**src/rtl/mips_fetch_unit.sv**
```systemverilog
// Instruction fetch stage: PC, single-entry fetch/decode buffer, redirect and end-of-memory halt.
// Optional MIPS_FETCH_PERF_EN adds saturating fetch/stall counters.
module mips_fetch_unit #(
  parameter logic [31:0] RESET_PC   = 32'h0000_0000,
  parameter int unsigned IMEM_DEPTH = 32,
  parameter int unsigned IMEM_AW    = 5
) (
  input  logic               clk,
  input  logic               rst_n,
  output logic [IMEM_AW-1:0] imem_addr_o,
  input  logic [31:0]        imem_rdata_i,
  input  logic               ready_i,
  input  logic               redirect_i,
  input  logic [31:0]        redirect_pc_i,
  output logic               valid_o,
  output logic [31:0]        instr_o,
  output logic [31:0]        pc_o,
  output logic [31:0]        pc_plus4_o,
  output logic               halt_o
`ifdef MIPS_FETCH_PERF_EN
  ,
  output logic [31:0]        fetch_cnt_o,
  output logic [31:0]        stall_cnt_o
`endif
);

  localparam int unsigned XLEN = 32;

  typedef enum logic [1:0] {
    BOOT = 2'd0,
    RUN  = 2'd1,
    HALT = 2'd2
  } state_e;

  state_e            state_q, state_d;
  logic [XLEN-1:0]   pc_q, pc_d;
  logic [XLEN-1:0]   instr_q, instr_d;
  logic [XLEN-1:0]   pc_out_q, pc_out_d;
  logic [XLEN-1:0]   pc_plus4_q, pc_plus4_d;
  logic              valid_q, valid_d;
  logic              halt_q, halt_d;
  logic              adv;
  logic              at_end;
  logic              unused_redirect_lsbs;

  assign adv    = !valid_q || ready_i;
  assign at_end = {2'b00, pc_q[XLEN-1:2]} >= XLEN'(IMEM_DEPTH);

  // Target byte offset is discarded; targets are forced word-aligned.
  assign unused_redirect_lsbs = ^redirect_pc_i[1:0];

  assign imem_addr_o = pc_q[IMEM_AW+1:2];
  assign valid_o     = valid_q;
  assign instr_o     = instr_q;
  assign pc_o        = pc_out_q;
  assign pc_plus4_o  = pc_plus4_q;
  assign halt_o      = halt_q;

  always_ff @(posedge clk) begin
    if (!rst_n) begin
      state_q    <= BOOT;
      pc_q       <= RESET_PC;
      instr_q    <= '0;
      pc_out_q   <= '0;
      pc_plus4_q <= '0;
      valid_q    <= 1'b0;
      halt_q     <= 1'b0;
    end else begin
      state_q    <= state_d;
      pc_q       <= pc_d;
      instr_q    <= instr_d;
      pc_out_q   <= pc_out_d;
      pc_plus4_q <= pc_plus4_d;
      valid_q    <= valid_d;
      halt_q     <= halt_d;
    end
  end

  // Redirect beats both advance and stall; the halt check only runs on an advance.
  always_comb begin
    state_d    = state_q;
    pc_d       = pc_q;
    instr_d    = instr_q;
    pc_out_d   = pc_out_q;
    pc_plus4_d = pc_plus4_q;
    valid_d    = valid_q;
    halt_d     = halt_q;
    unique case (state_q)
      BOOT: begin
        valid_d = 1'b0;
        state_d = RUN;
      end
      RUN: begin
        if (redirect_i) begin
          pc_d    = {redirect_pc_i[XLEN-1:2], 2'b00};
          valid_d = 1'b0;
        end else if (adv) begin
          if (at_end) begin
            valid_d = 1'b0;
            halt_d  = 1'b1;
            state_d = HALT;
          end else begin
            instr_d    = imem_rdata_i;
            pc_out_d   = pc_q;
            pc_plus4_d = pc_q + XLEN'(4);
            valid_d    = 1'b1;
            pc_d       = pc_q + XLEN'(4);
          end
        end
      end
      HALT: begin
        valid_d = 1'b0;
        halt_d  = 1'b1;
      end
      default: begin
        state_d = BOOT;
        valid_d = 1'b0;
      end
    endcase
  end

`ifdef MIPS_FETCH_PERF_EN
  logic [XLEN-1:0] fetch_cnt_q, fetch_cnt_d;
  logic [XLEN-1:0] stall_cnt_q, stall_cnt_d;

  assign fetch_cnt_o = fetch_cnt_q;
  assign stall_cnt_o = stall_cnt_q;

  // Saturating counters of accepted instructions and stalled RUN cycles.
  always_comb begin
    fetch_cnt_d = fetch_cnt_q;
    stall_cnt_d = stall_cnt_q;
    if (valid_q && ready_i && (fetch_cnt_q != '1)) begin
      fetch_cnt_d = fetch_cnt_q + XLEN'(1);
    end
    if ((state_q == RUN) && valid_q && !ready_i && !redirect_i && (stall_cnt_q != '1)) begin
      stall_cnt_d = stall_cnt_q + XLEN'(1);
    end
  end

  always_ff @(posedge clk) begin
    if (!rst_n) begin
      fetch_cnt_q <= '0;
      stall_cnt_q <= '0;
    end else begin
      fetch_cnt_q <= fetch_cnt_d;
      stall_cnt_q <= stall_cnt_d;
    end
  end
`endif

endmodule

```
**config.mk**
```make
export PLATFORM = sky130hd
export DESIGN_NAME = mips_fetch_unit
export DESIGN_NICKNAME = d
export VERILOG_FILES = /design/src/rtl/mips_fetch_unit.sv
export SDC_FILE = /design/constraint.sdc
export NUM_CORES = 1
export LEC_CHECK = 0
export BUFFER_PORTS_ARGS = -buffer_cell sky130_fd_sc_hd__buf_2
export CORE_UTILIZATION = 45
export DETAILED_ROUTE_END_ITERATION = 7
export GPL_ROUTABILITY_DRIVEN = 0
export PLACE_DENSITY_LB_ADDON = 0.1
export RECOVER_POWER = 50
export SYNTH_ARGS = -nofsm -noshare
export SYNTH_HDL_FRONTEND = slang
export SYNTH_SLANG_ARGS = --single-unit
```
**constraint.sdc**
```tcl
create_clock -name clk -period 4.86 [get_ports clk]
set_input_delay 0.486 -clock clk [delete_from_list [all_inputs] [get_ports clk]]
set_output_delay 0.486 -clock clk [all_outputs]
set_load 0.05 [all_outputs]
```
==> flow_summary.toml, run 1 <==
[floorplan]
dieArea_um2 = 10400
pin_count = 171
dieWidth_um = 102
initial_core_util_pct = 46.3
die_h_um = 102
rows = 36
core-area_um2 = 9730

[logic_synthesis]
synth_largest_area_cell = "dfxtp_1"
synth_ff_type = "dfxtp_1"
synth-edff-count = 0
postSynth.asyncResetShare_pct = 0
syn_avg_cell_area_um2 = 8.77
ys_ff_latch = 126
yosys.area.top_type_share_pct = 56.0
synth_cells = 513
yosysWarningCount = 0
synthTopCellsByArea = "dfxtp_1 (56%), nand2_1 (12%), a21oi_1 (7.1%)"
synth_seq_area_share_pct = 56.0
synthDistinctLibCells = 42
synthesis.area_um2 = 4500

[finish]
mostFrequentLayoutCells = "nand2_1 (138), dfxtp_1 (126), clkbuf_1 (99)"
n_antenna_cell = 0
final_nets = 727
synthToLayoutAreaGrowth_pct = 28.8
stdcell_area_um2 = 5800
final_common_cell = "nand2_1"
fill_cells = 939
drive_gt1_share_pct = 15.7
final_util_pct = 59.6

[place]
dp_hpwl_um = 6930
io_buffers = 164
dpl_cell_area_um2 = 5320
place_ws_ps = 2200

[worst_setup_path]
cp_slowest_cell = "or4_2"
path_max_fanout = 92
worstPathCellList = "nor4_1 > nand4_1 > or4_2 > buf_4 > and3_1"
cpPeakStageDelay_ps = 700
start_kind = "register"
cp.required_ps = 5270
arrival_ps = 2930
crit_type = "register to register"
end_kind = "register"

[sta]
fmax_mhz = 397
rsz0062_at_grt = "no"
setup_viol = 0
setup_slack_ps = 2340
period_share_pct = 51.9
fin_skew_ps = 4.32
min_period_ps = 2520
maxSlewViolCount = 0
hold_violations = 0
setup_tns_ps = 0
tightestPinTransition_ps = 1150
slew-limit-headroom_pct = 23.1

[pwr]
p_leak_nw = 2.41
power.density_nw_per_um2 = 465
peakVddDrop_mv = 0.235

[drt]
vias = 3909
via_per_inst = 4.87
remaining_drc_errors = 0
wl_per_cell_um = 13.1
drt_iter0_drc = 136
routed_wl_um = 10500
ant_nets = 0
first_pass_iters = 4

[status]
status = "complete, no violations"

[grt]
track_usage_pct = 20.2
antenna_found_initial = 0
grt_pass1_vias = 3407
grt_max_degree = 93
grt_pass1_wl_um = 16200
grt-ovfl-total = 0

[clocking]
numCtsBuffers = 17
clk_path_buf_depth = 2
ctsHoldBuffers = 0
cts_tree = "done"
clk-insertion-delay-late_ps = 510
cts.repair.resized = 0
cts_root_buf = "clkbuf_8"
post-cts-setup-buffers = 0
cts.clk_slew.worst_paths_ps = 60
cts-htree-levels = 4
clkSinkCount = 126

[flow_run]
maxCapViolCount = 0

[min_path]
hp-class = "input port to register"
[critical path, delay by kind of cell, from the launching register on]
family	cells	cell delay (ps)
flip-flops	1	360
AND/OR/NAND/NOR	4	1630
buffers and inverters	1	370
[registers in the layout, indices dropped and copies added, names as in the netlist]
| name | count |
|---|---|
| pc_o | 30 |
| valid_o | 1 |
| state_q | 2 |
| instr_o | 32 |
| halt_o | 1 |
| pc_plus4_o | 30 |
| pc_q | 30 |
[worst paths after layout]
check / start / end / slack (ps) / depth (start not counted)
worst min-delay path: redirect_pc_i[21] / pc_q[21]$_SDFFE_PN0P_ / 210 / 3
worst max register to register: pc_q[7]$_SDFFE_PN0P_ / pc_plus4_o[23]$_SDFFE_PN0P_ / 2340 / 5
worst min register to register: pc_o[2]$_SDFFE_PN0P_ / pc_o[2]$_SDFFE_PN0P_ / 450 / 2
worst max-delay path: pc_q[7]$_SDFFE_PN0P_ / pc_plus4_o[23]$_SDFFE_PN0P_ / 2340 / 5
[cell type report]
type                    instances  area [um2]  share of cell area (%)
multi-input cells             341        1770                    30.5
repair buffers                167         719                    12.4
inverters                       4        15.0                   0.259
clock inverters                13         164                    2.83
flip-flops and latches        126        2520                    43.5
well taps                     133         166                    2.87
clock buffers                  19         442                    7.62
[layer usage]
metal	track usage (%)	vias up	routed length, um
li1	-	2019	-
met1	25.0	1750	4870
met2	32.2	125	4770
met3	6.98	15	731
met4	8.13	0	177
met5	0	-	0
[per-stage QoR]
stage / power [mW] / cells / hold WS [ps]
after floorplan: 1.38 / 516 / 436
after global placement: 1.46 / 771 / 435
after detailed placement: 1.47 / 771 / 441
after CTS: 2.73 / 803 / 181
after global routing: 2.82 / 803 / 189
final: 2.70 / 803 / 205
[cells by family (layout without fill, tap and decap cells)]
kind of cell | count (synthesis) | after routing | share of synthesized area, %
xor+xnor | 4 | 4 | 0.779
other cells | 1 | 4 | 0.0833
compound gates | 89 | 89 | 11.3
fa+ha+maj | 2 | 2 | 0.556
mux | 5 | 5 | 1.17
buf+inv | 49 | 203 | 5.12
simple gates | 237 | 237 | 25.0
flops | 126 | 126 | 56.0
[power by group]
part           switching, mW  internal (mW)
logic                  0.237         0.0906
clock network          0.454          0.808
registers             0.0346           1.07
total                  0.725           1.97
[cells in the mapped netlist (2+ instances only)]
master / number
a211oi_1: 2
a21oi_1: 64
a311oi_1: 2
and2_1: 3
and3_1: 50
and4b_1: 2
buf_2: 10
buf_4: 9
clkbuf_1: 26
dfxtp_1: 126
ha_1: 2
inv_1: 3
mux2_2: 2
mux2i_1: 3
nand2_1: 138
nand2b_1: 3
nand3_1: 9
nand4_1: 3
nor2_1: 9
nor3_1: 3
nor4_1: 7
o211a_1: 3
o21a_1: 3
o21ai_0: 5
o31ai_1: 4
or3_1: 2
or4_1: 3
xnor2_1: 3
(Power assumes the default switching activity.)
==> run 2, diff against run 1 <==
--- a/config.mk
+++ b/config.mk
@@ -6,7 +6,7 @@
 export NUM_CORES = 1
 export LEC_CHECK = 0
 export BUFFER_PORTS_ARGS = -buffer_cell sky130_fd_sc_hd__buf_2
-export CORE_UTILIZATION = 45
+export CORE_UTILIZATION = 44
 export DETAILED_ROUTE_END_ITERATION = 7
 export GPL_ROUTABILITY_DRIVEN = 0
 export PLACE_DENSITY_LB_ADDON = 0.1
==> constraint.sdc (replaced) <==
create_clock -name clk -period 2.2 [get_ports clk]
set_input_delay 0.22 -clock clk [delete_from_list [all_inputs] [get_ports clk]]
set_output_delay 0.22 -clock clk [all_outputs]
set_load 0.05 [all_outputs]
==> run 2 against run 1 <==
  * Non-clock buffer count up 70
  * Via count up 9.1%
  * Largest cell class unchanged
  * Clock skew up 5.2 ps
  * Utilization up 6.3 points
  * First-iteration DRC count up 2.9%
  * Maximum frequency up 19%
  * Power up 130%
  * Highest routed layer unchanged
  * Critical path depth up 1
  * Sequential power up 120%
  * Sequential cell count unchanged
  * Hold slack worse by 140 ps
==> flow_summary.toml, run 2 (synthesis gave the netlist of run 1 again) <==
[status]
status = "complete, no violations"

[drt]
vias = 4266
routed_wl_um = 11700
wl_per_cell_um = 13.4
ant_nets = 0
remaining_drc_errors = 0
drt_iter0_drc = 140
first_pass_iters = 4
via_per_inst = 4.89

[pwr]
p_leak_nw = 2.73
power.density_nw_per_um2 = 952
combinationalPowerShare_pct = 14.4
p_total_mw = 6.19
p_int_mw = 4.57
switching_share_pct = 26.3
clkPwrFrac_pct = 46.1
peakVddDrop_mv = 0.448
p_sw_mw = 1.63
pwr-share-seq_pct = 39.5

[flow_run]
maxCapViolCount = 0

[clocking]
cts-htree-levels = 4
numCtsBuffers = 17
clk-insertion-delay-late_ps = 510
cts.clk_slew.worst_paths_ps = 60
cts_tree = "done"
clkSinkCount = 126
cts_root_buf = "clkbuf_8"
clk_path_buf_depth = 2

[floorplan]
dieArea_um2 = 10600
die_h_um = 103
core-area_um2 = 9860
initial_core_util_pct = 45.6
pin_count = 171
dieWidth_um = 103
rows = 36

[sta]
rsz0062_at_grt = "yes"
slew-limit-headroom_pct = 54.5
period_share_pct = 96.4
finalHoldWorstSlack_ps = 66.7
tightestPinTransition_ps = 682
maxSlewViolCount = 0
hold_violations = 0
fmax_mhz = 472
min_period_ps = 2120
fin_skew_ps = 9.48
setup_slack_ps = 80.2
setup_viol = 0

[worst_setup_path]
crit_type = "register to register"
cp.required_ps = 2580
end_kind = "register"
arrival_ps = 2500
start_kind = "register"
path_max_fanout = 68

[place]
io_buffers = 164
dp_hpwl_um = 7520
dpl_cell_area_um2 = 5470
place_ws_ps = 69.9

[finish]
final_common_cell = "nand2_1"
regArea_um2 = 2520
final_util_pct = 65.9
fill_cells = 871
largest_register_ffs = 32
synthToLayoutAreaGrowth_pct = 44.5
multi_input_comb_area_um2 = 1780
stdcell_area_um2 = 6500
n_antenna_cell = 0
mostFrequentLayoutCells = "nand2_1 (138), dfxtp_1 (126), clkbuf_1 (100)"
final_nets = 797
drive_gt1_share_pct = 16.6

[min_path]
hp-class = "input port to register"

[grt]
grt_pass1_wl_um = 17800
grt_pass1_vias = 3840
antenna_found_initial = 0
track_usage_pct = 21.7
grt-ovfl-total = 0
grt_max_degree = 69
run 2: path summary, 6_finish.rpt:
check                                     to  cells after the start                     start  slack (ps)
setup reg to reg  pc_plus4_o[2]$_SDFFE_PN0P_                      6     pc_q[31]$_SDFFE_PN0P_          80
hold reg to reg     instr_o[18]$_SDFFE_PN0P_                      2  instr_o[18]$_SDFFE_PN0P_         450
hold / removal          pc_q[2]$_SDFFE_PN0P_                      5          redirect_pc_i[2]          70
setup / recovery  pc_plus4_o[2]$_SDFFE_PN0P_                      6     pc_q[31]$_SDFFE_PN0P_          80
run 2: routing by layer:
metal / global-route usage (%) / routed length [um] / vias up
li1: - / - / 2166
met5: 0 / 0 / -
met4: 8.23 / 44 / 0
met2: 38.7 / 5780 / 120
met3: 5.97 / 659 / 4
met1: 24.6 / 5250 / 1976
run 2: cell type report:
cell class                 count  share of cell area (%)
multi-input combinational    341                    27.4
clock buffer                  18                    6.58
sequential                   126                    38.8
timing repair buffer         237                    21.5
inverter                       4                   0.231
clock inverter                14                    2.94
tap                          133                    2.56
run 2: power by group through the flow:
stage	Clock, mW	Combinational, mW	Sequential, mW
after CTS	2.92	0.903	2.44
after global placement	0	0.817	2.49
after detailed placement	0	0.829	2.49
final	2.85	0.890	2.45
after global routing	3.04	0.976	2.46
after floorplan	0	0.450	2.61
run 2: timing repair:
action | in CTS | in global routing
hold buffers | 53 | 0
resized for setup | 0 | 2
setup buffers | 0 | 0
setup endpoints to repair | 0 | 6
hold endpoints to repair | 53 | 0
run 2: through the flow:
stage                     instances  setup TNS [ps]
after floorplan                 516               0
after global placement          788               0
after detailed placement        788               0
after CTS                       873               0
after global routing            873           -14.7
final                           873               0
run 2: critical path, cell delays in order (launching register included):
cell     delay, ps
dfxtp_1        320
nor4_1         330
nand4_1        160
or4_2          720
buf_12         230
mux2i_1        170
nor2_1          50
